`config.mk`:
```
export PLATFORM = sky130hd
export DESIGN_NAME = cnt_monitor
export DESIGN_NICKNAME = d
export VERILOG_FILES = /design/src/rtl/cnt_pkg.sv /design/src/rtl/sat_counter.sv /design/src/rtl/cnt_monitor.sv
export SDC_FILE = /design/constraint.sdc
export NUM_CORES = 1
export LEC_CHECK = 0
export CORE_MARGIN = 5
export CORE_UTILIZATION = 53
export CTS_CLUSTER_DIAMETER = 200
export DETAILED_ROUTE_END_ITERATION = 6
export PLACE_DENSITY = 0.79
export SYNTH_ARGS = -nofsm -noshare
export SYNTH_HDL_FRONTEND = slang
export SYNTH_HIERARCHICAL = 1
export SYNTH_SLANG_ARGS = --single-unit
```
`constraint.sdc`:
```
create_clock -name i_clk -period 3.63 [get_ports i_clk]
set_clock_uncertainty 0.2 [all_clocks]
set_input_delay 0.5445 -clock i_clk [delete_from_list [all_inputs] [get_ports i_clk]]
set_output_delay 0.5445 -clock i_clk [all_outputs]
set_load 0.01 [all_outputs]
```
`src/rtl/cnt_pkg.sv`:
```
// cnt_pkg: shared state encoding and direction constants for the counter monitor.
package cnt_pkg;
    typedef enum logic [1:0] {EMPTY, ACQ, LOCKED} state_e;
    typedef enum logic {UP = 1'b0, DOWN = 1'b1} dir_e;
endpackage

```
`src/rtl/sat_counter.sv`:
```
// sat_counter: counter that increments on inc_i and holds at all-ones.
module sat_counter #(
    parameter int W = 8
) (
    input  logic         clk_i,
    input  logic         rst_i,
    input  logic         inc_i,
    output logic [W-1:0] cnt_o
);
    logic [W-1:0] cnt_q;
    always_ff @(posedge clk_i) begin
        if (rst_i) cnt_q <= '0;
        else if (inc_i && cnt_q != '1) cnt_q <= cnt_q + 1'b1;
    end
    assign cnt_o = cnt_q;
endmodule

```
`src/rtl/cnt_monitor.sv`:
```
// cnt_monitor: checks an observed counter against its declared direction,
// locks after LOCK_LEN consecutive correct steps and flags errors/wraps once locked.
module cnt_monitor
    import cnt_pkg::*;
#(
    parameter int W        = 4,
    parameter int LOCK_LEN = 3,
    parameter int ERR_W    = 8
) (
    input  logic             i_clk,
    input  logic             i_rst,
    input  logic             i_valid,
    input  logic [W-1:0]     i_cnt,
    input  logic             i_mode,
    output logic             o_locked,
    output logic             o_err,
    output logic             o_wrap,
    output logic [ERR_W-1:0] o_err_cnt
);
    state_e       state_q, state_d;
    logic [W-1:0] ref_q, ref_d, exp_cnt;
    logic [3:0]   run_q, run_d;
    logic         err_q, err_d, wrap_q, wrap_d, match, wrap_pt, down;

    always_comb begin
        down    = i_mode == DOWN;
        exp_cnt = down ? ref_q - 1'b1 : ref_q + 1'b1;
        wrap_pt = down ? ref_q == '0 : ref_q == '1;
        match   = i_cnt == exp_cnt;
    end

    always_ff @(posedge i_clk) begin
        if (i_rst) begin
            state_q <= EMPTY;
            ref_q   <= '0;
            run_q   <= '0;
            err_q   <= 1'b0;
            wrap_q  <= 1'b0;
        end else begin
            state_q <= state_d;
            ref_q   <= ref_d;
            run_q   <= run_d;
            err_q   <= err_d;
            wrap_q  <= wrap_d;
        end
    end

    // Every accepted sample becomes the new reference, matched or not.
    always_comb begin
        state_d = state_q;
        ref_d   = ref_q;
        run_d   = run_q;
        err_d   = 1'b0;
        wrap_d  = 1'b0;
        if (i_valid) begin
            ref_d = i_cnt;
            case (state_q)
                EMPTY: begin
                    state_d = ACQ;
                    run_d   = '0;
                end
                ACQ: begin
                    run_d = match ? run_q + 4'd1 : '0;
                    if (match && run_q + 4'd1 == 4'(LOCK_LEN)) state_d = LOCKED;
                end
                LOCKED: begin
                    wrap_d = match && wrap_pt;
                    err_d  = !match;
                    if (!match) begin
                        state_d = ACQ;
                        run_d   = '0;
                    end
                end
                default: state_d = EMPTY;
            endcase
        end
    end

    always_comb begin
        o_locked = state_q == LOCKED;
        o_err    = err_q;
        o_wrap   = wrap_q;
    end

    sat_counter #(.W(ERR_W)) u_err_cnt (
        .clk_i (i_clk),
        .rst_i (i_rst),
        .inc_i (err_d),
        .cnt_o (o_err_cnt)
    );
endmodule

```
==> results_dict.tcl, run 1 <==
set metrics [dict create \
    status "completed" \
    synth_seq_cells 20 \
    synth_fa_ha_area_share_pct 6.580 \
    min_period_ns 3.279 \
    core_sq_um 2233 \
    finalHoldViolCount 0 \
    die_x_um 58.66 \
    multi_input_area_sq_um 809.5 \
    grt_max_degree 21 \
    firstDrtPassIters 4 \
    vias_per_cell 5.689 \
    fill_cells 187 \
    slew_viol_final 0 \
    cts_resized 0 \
    pwr-share-seq_pct 56.1 \
    syn_nets 147 \
    place_ws_ns 0.04486 \
    rsz0062_at_grt "no" \
    post-cts-setup-buffers 0 \
    clock.fmax_mhz 305.0 \
    path_clk_slew_ns 0.11 \
    critPathMaxFanout 7 \
    cap_violations 0 \
    postLayoutCoreUtil_pct 66.33 \
    wire_per_inst_um 13.66 \
    slowest_stage "clkdlybuf4s50_1" \
    reg2reg_depth 9 \
    diodes 0 \
    worstHoldEndpoint "run_q[3]" \
    antenna_found_initial 0 \
    worst_pin_slew_ns 0.7963 \
    slowest_delay_ns 0.60 \
    relSlewSlack_pct 46.75 \
    r2r_start "ref_q[0]" \
    synth_simple_gate_area_share_pct 26.62 \
    p_int_uw 297.3 \
    cp.arrival_ns 3.31 \
    critical_path_required_ns 3.66 \
    grt_pass1_wl_mm 4.209 \
    crit_path_start "i_mode" \
    rr_endpoint "u_err_cnt/cnt_o[3]" \
    cts_tree "done" \
    worstSetupPathType "primary input to flop" \
    finalInstanceArea_sq_um 1481 \
    power.total_uw 406.0 \
    grt_pass1_vias 952 \
    vias 1024 \
    final_nets 168 \
    io-pin-count 19 \
    clock_latency_ns 0.29 \
    setup_tns_ns 0 \
    ir_drop_mv 0.2173 \
    fin_crit_sh_pct 90.33 \
    netlist_instances 133 \
    netlist.area_leader.share_pct 31.90 \
    root_buffer "clkbuf_4" \
    end_kind "flop" \
    grt_util_all_layers_pct 15.61 \
    hold_buffers 0 \
    synth.area.top_cells "dfxtp_1, ha_1, mux2i_1, nand2_1, a21oi_1" \
    muxShareOfSynthArea_pct 5.982 \
    synth_compound_area_share_pct 18.74 \
    share_comb_of_total_power_pct 18.7 \
    htreeDepth 1 \
    dp_cells 177 \
    rows 17 \
    hp-start "run_q[3]" \
    cts_inserted_buffers 3 \
    finalSetupViolations 0 \
    synth_top_family_by_area "simple AND/OR/NAND/NOR gates" \
    gr-total-overflow 0 \
    startpoint_type "primary input" \
    io_buffers 18 \
    synth_ff_type "dfxtp_1" \
    placed_cell_area_sq_um 1459 \
    start_util_pct 56.19 \
    worstHoldPathCells 2 \
    instances_no_fill 180 \
    cts.sinks 20 \
    syn_area_sq_um 1255 \
    synth_edf_count 0 \
    gp_congestion 0.7568 \
    hp-class "flop to flop" \
    reg2reg_slack_ns 0.80 \
    area_delta_synth_final_pct 18.05 \
    finalWorstSetupSlack_ns 0.3512 \
    synth_top_cells_by_count "dfxtp_1, nand2_1, a21oi_1" \
    drt-initial-drc-count 18 \
    final_antenna_net_count 0 \
    p_leak_nw 0.5506 \
    synth.most_common_cell "dfxtp_1" \
    yosysSeqAreaShare_pct 31.90 \
    synth_xor_area_share_pct 6.580 \
    power_density_nw_per_um2 274.1 \
    crit_chain "clkdlybuf4s50_1, inv_1, fa_1, xnor2_1, nor3_4, and2_4, nor2_1, nand4_1, or3_2, o21ai_1" \
    post-route-drc-count 0 \
    yosys.cell_types.count 51 \
    die-area_sq_um 3441 \
    syn_avg_cell_area_sq_um 9.436 \
    synthArstFlopShare_pct 0 \
    wl_mm 2.459 \
    synth_top_area_cell "dfxtp_1" \
    clock_power_share_pct 25.2 \
    p_sw_share_pct 26.78 \
    fin_hold_ws_ns 0.3189 \
    die_h_um 58.66 \
    seq_area_sq_um 400.4 \
    clk_path_buf_depth 2 \
    p_sw_uw 108.8 \
    dp_hpwl_mm 1.945 \
    drive_gt1_share_pct 11.18 \
    synth-warning-count 6 \
]
[worst max-delay path by stage]
stage                     slack [ns]                  to
after floorplan                 0.90  u_err_cnt/cnt_o[3]
after global placement          0.20  u_err_cnt/cnt_o[3]
after detailed placement        0.04  u_err_cnt/cnt_o[3]
after CTS                       0.37  u_err_cnt/cnt_o[3]
after global routing            0.18  u_err_cnt/cnt_o[3]
final                           0.35  u_err_cnt/cnt_o[3]
[power groups by stage]
stage                     Combinational [mW]  Clock [mW]  Sequential (mW)
final                                 0.0758       0.102            0.228
after global routing                  0.0819       0.118            0.229
after CTS                             0.0762       0.104            0.228
after detailed placement              0.0759           0            0.233
after global placement                0.0733           0            0.232
after floorplan                       0.0535           0            0.231
[layout make-up]
| type | count | area share [%] |
|---|---|---|
| multi-input combinational | 103 | 54.65 |
| sequential | 20 | 27.03 |
| timing repair buffer | 19 | 12.67 |
| tap | 28 | 2.365 |
| inverter | 7 | 1.774 |
| clock buffer | 3 | 1.520 |
[critical path, delay by kind of cell]
kind / cells / cell delay (ns)
adder cells (fa/ha/maj): 1 / 0.51
XOR/XNOR: 1 / 0.25
buffers and inverters: 2 / 0.70
AO/OA/AOI/OAI: 1 / 0.08
AND/OR/NAND/NOR: 5 / 1.23
[sequential cells by signal, summed over array words and instances (netlist names)]
| register | flops |
|---|---|
| o_err | 1 |
| o_wrap | 1 |
| ref_q | 4 |
| run_q | 4 |
| state_q | 2 |
| u_err_cnt/cnt_o | 8 |
[cell usage in the layout, fill, tap and decap left out, drive strengths merged, types with 2 or more instances in the layout]
cell,count
a21oi,8
nor2b,3
a211oi,2
a21boi,3
and2,3
xnor2,4
inv,7
nor3,5
mux2i,6
nand2,12
o21ai,3
o31ai,2
clkdlybuf4s50,18
nand4,4
dfxtp,20
ha,5
nand3,7
xor2,2
o21bai,2
clkbuf,3
nor3b,2
and3,2
a31oi,2
and4,2
nor2,6
nor4b,2
[cells by family (layout without fill, tap and decap cells)]
logic type               count (synthesis)  in the layout
XOR/XNOR                                 7              7
AO/OA/AOI/OAI                           29             29
AND/OR/NAND/NOR                         54             54
buffers and inverters                   10             29
flip-flops                              20             20
multiplexers                             7              7
adder cells (fa/ha/maj)                  6              6
[per-layer routing]
layer / track usage (%) / wire length (um) / vias to the layer above
met1: 19.78 / 1116 / 474
met2: 26.48 / 1222 / 16
met3: 1.974 / 82 / 4
li1: - / - / 530
met5: 0 / 0 / -
met4: 6.796 / 37 / 0
Note: power is estimated with default switching activity, not from simulation.
==> run 2, diff against run 1 <==
--- a/config.mk
+++ b/config.mk
@@ -6,4 +6,5 @@
 export NUM_CORES = 1
 export LEC_CHECK = 0
+export CAP_MARGIN = 30
 export CORE_MARGIN = 5
 export CORE_UTILIZATION = 53
==> constraint.sdc (replaced) <==
create_clock -name i_clk -period 3.63 [get_ports i_clk]
set_clock_uncertainty 0.2 [all_clocks]
set_input_delay 1.089 -clock i_clk [delete_from_list [all_inputs] [get_ports i_clk]]
set_output_delay 1.089 -clock i_clk [all_outputs]
set_load 0.01 [all_outputs]
==> results_dict.tcl, run 2 (same netlist as run 1, synthesis figures left out) <==
set metrics [dict create \
    io-pin-count 19 \
    final_common_cell "dfxtp_1" \
    clock_power_share_pct 29.6 \
    fin_hold_ws_ns 0.3242 \
    worstSetupPathType "primary input to flop" \
    p_sw_uw 117.4 \
    critPathMaxFanout 6 \
    relSlewSlack_pct 72.48 \
    reg2reg_slack_ns 0.96 \
    htreeDepth 1 \
    startpoint_type "primary input" \
    cts_resized 0 \
    clock.fmax_mhz 284.7 \
    post-route-drc-count 0 \
    hp-start "u_err_cnt/cnt_o[5]" \
    fin_crit_sh_pct 96.75 \
    die_h_um 58.66 \
    clk_path_buf_depth 2 \
    instances_no_fill 188 \
    finalHoldViolCount 0 \
    gr-total-overflow 0 \
    placed_cell_area_sq_um 1511 \
    wire_per_inst_um 14.05 \
    grt_max_degree 12 \
    worst_pin_slew_ns 0.4115 \
    antenna_found_initial 0 \
    firstDrtPassIters 4 \
    cp.arrival_ns 3.55 \
    critical_path_required_ns 3.67 \
    p_sw_share_pct 26.53 \
    fill_cells 182 \
    min_period_ns 3.512 \
    end_kind "flop" \
    clock_latency_ns 0.30 \
    drt-initial-drc-count 12 \
    power.total_uw 442.4 \
    die_x_um 58.66 \
    r2r_start "ref_q[0]" \
    grt_pass1_wl_mm 4.574 \
    grt_pass1_vias 1088 \
    cts_inserted_buffers 3 \
    final_antenna_net_count 0 \
    power_density_nw_per_um2 285.9 \
    drive_gt1_share_pct 15.63 \
    largest_reg_flops 8 \
    slowest_stage "clkdlybuf4s50_1" \
    diodes 0 \
    rows 17 \
    multi_input_area_sq_um 809.5 \
    rsz0062_at_grt "no" \
    status "completed" \
    post-cts-setup-buffers 0 \
    rr_endpoint "u_err_cnt/cnt_o[3]" \
    start_util_pct 56.19 \
    gp_congestion 0.7412 \
    worstHoldPathCells 1 \
    die-area_sq_um 3441 \
    dp_cells 184 \
    pwr-share-seq_pct 51.5 \
    finalInstanceArea_sq_um 1548 \
    p_leak_nw 0.5938 \
    final_cell_mix "dfxtp_1, clkdlybuf4s50_1, nand2_1" \
    wl_mm 2.642 \
    p_int_uw 325.0 \
    worstHoldEndpoint "u_err_cnt/cnt_o[5]" \
    area_delta_synth_final_pct 23.33 \
    hold_buffers 0 \
    io_buffers 18 \
    share_comb_of_total_power_pct 19.0 \
    vias_per_cell 5.809 \
    cts_tree "done" \
    grt_util_all_layers_pct 17.08 \
    ir_drop_mv 0.1902 \
    final_nets 175 \
    seq_area_sq_um 400.4 \
    cap_violations 0 \
    finalSetupViolations 0 \
    slew_viol_final 0 \
    core_sq_um 2233 \
    hp-class "flop to flop" \
    slowest_delay_ns 0.52 \
    cts.sinks 20 \
    reg2reg_depth 10 \
    dp_hpwl_mm 2.061 \
    path_clk_slew_ns 0.11 \
    root_buffer "clkbuf_4" \
    vias 1092 \
    crit_chain "clkdlybuf4s50_1, inv_1, fa_1, xnor2_1, nor3_4, and2_4, nor2_1, buf_4, nand4_1, or3_2, o21ai_1" \
]
[run 2: area by class of cell]
type,count,area share (%)
multi-input cells,103,52.30
flip-flops and latches,20,25.87
repair buffers,26,15.52
clock buffers,4,2.344
well taps,28,2.264
inverters,7,1.698
[run 2: worst max path at each step]
stage	start	endpoint	cells after the start	slack, ns
2_1_floorplan	i_mode	u_err_cnt/cnt_o[3]	9	0.36
3_3_place_gp	i_mode	u_err_cnt/cnt_o[3]	11	-0.09
3_5_place_dp	i_mode	u_err_cnt/cnt_o[3]	11	-0.22
4_1_cts	i_mode	u_err_cnt/cnt_o[3]	11	0.12
5_1_grt	i_mode	u_err_cnt/cnt_o[3]	11	0.02
6_report	i_mode	u_err_cnt/cnt_o[3]	11	0.12
[run 2: critical path: cells and delay by family]
kind                       cells  cell delay (ns)
xor gates and xnor gates       1             0.24
AOI/OAI and AO/OA              1             0.08
and+or+nand+nor                5             0.90
buffers and inverters          3             0.75
adders and majority gates      1             0.49
[run 2: routing by layer]
layer  share of wire, %  vias to the layer above  global-route usage [%]
met4                2.2                        0                   9.061
met1                 42                      522                   19.59
met2                 52                       23                   30.30
li1                   -                      541                       -
met3                3.6                        6                   2.632
met5                  0                        -                       0
[run 2: power groups by stage]
stage,clock (mW),sequential (mW),combinational [mW]
after floorplan,0,0.231,0.0535
after global placement,0,0.232,0.0804
after detailed placement,0,0.233,0.0832
after CTS,0.136,0.228,0.0837
after global routing,0.146,0.229,0.0903
final,0.131,0.228,0.0839
[run 2: through the flow]
stage	setup TNS, ns	setup slack (ns)	utilization, %
after global placement	-0.2071	-0.08846	67.68
after detailed placement	-0.8078	-0.2222	67.68
final	0	0.1181	69.30
after floorplan	0	0.3586	-
after global routing	0	0.01620	69.30
after CTS	0	0.1186	69.30
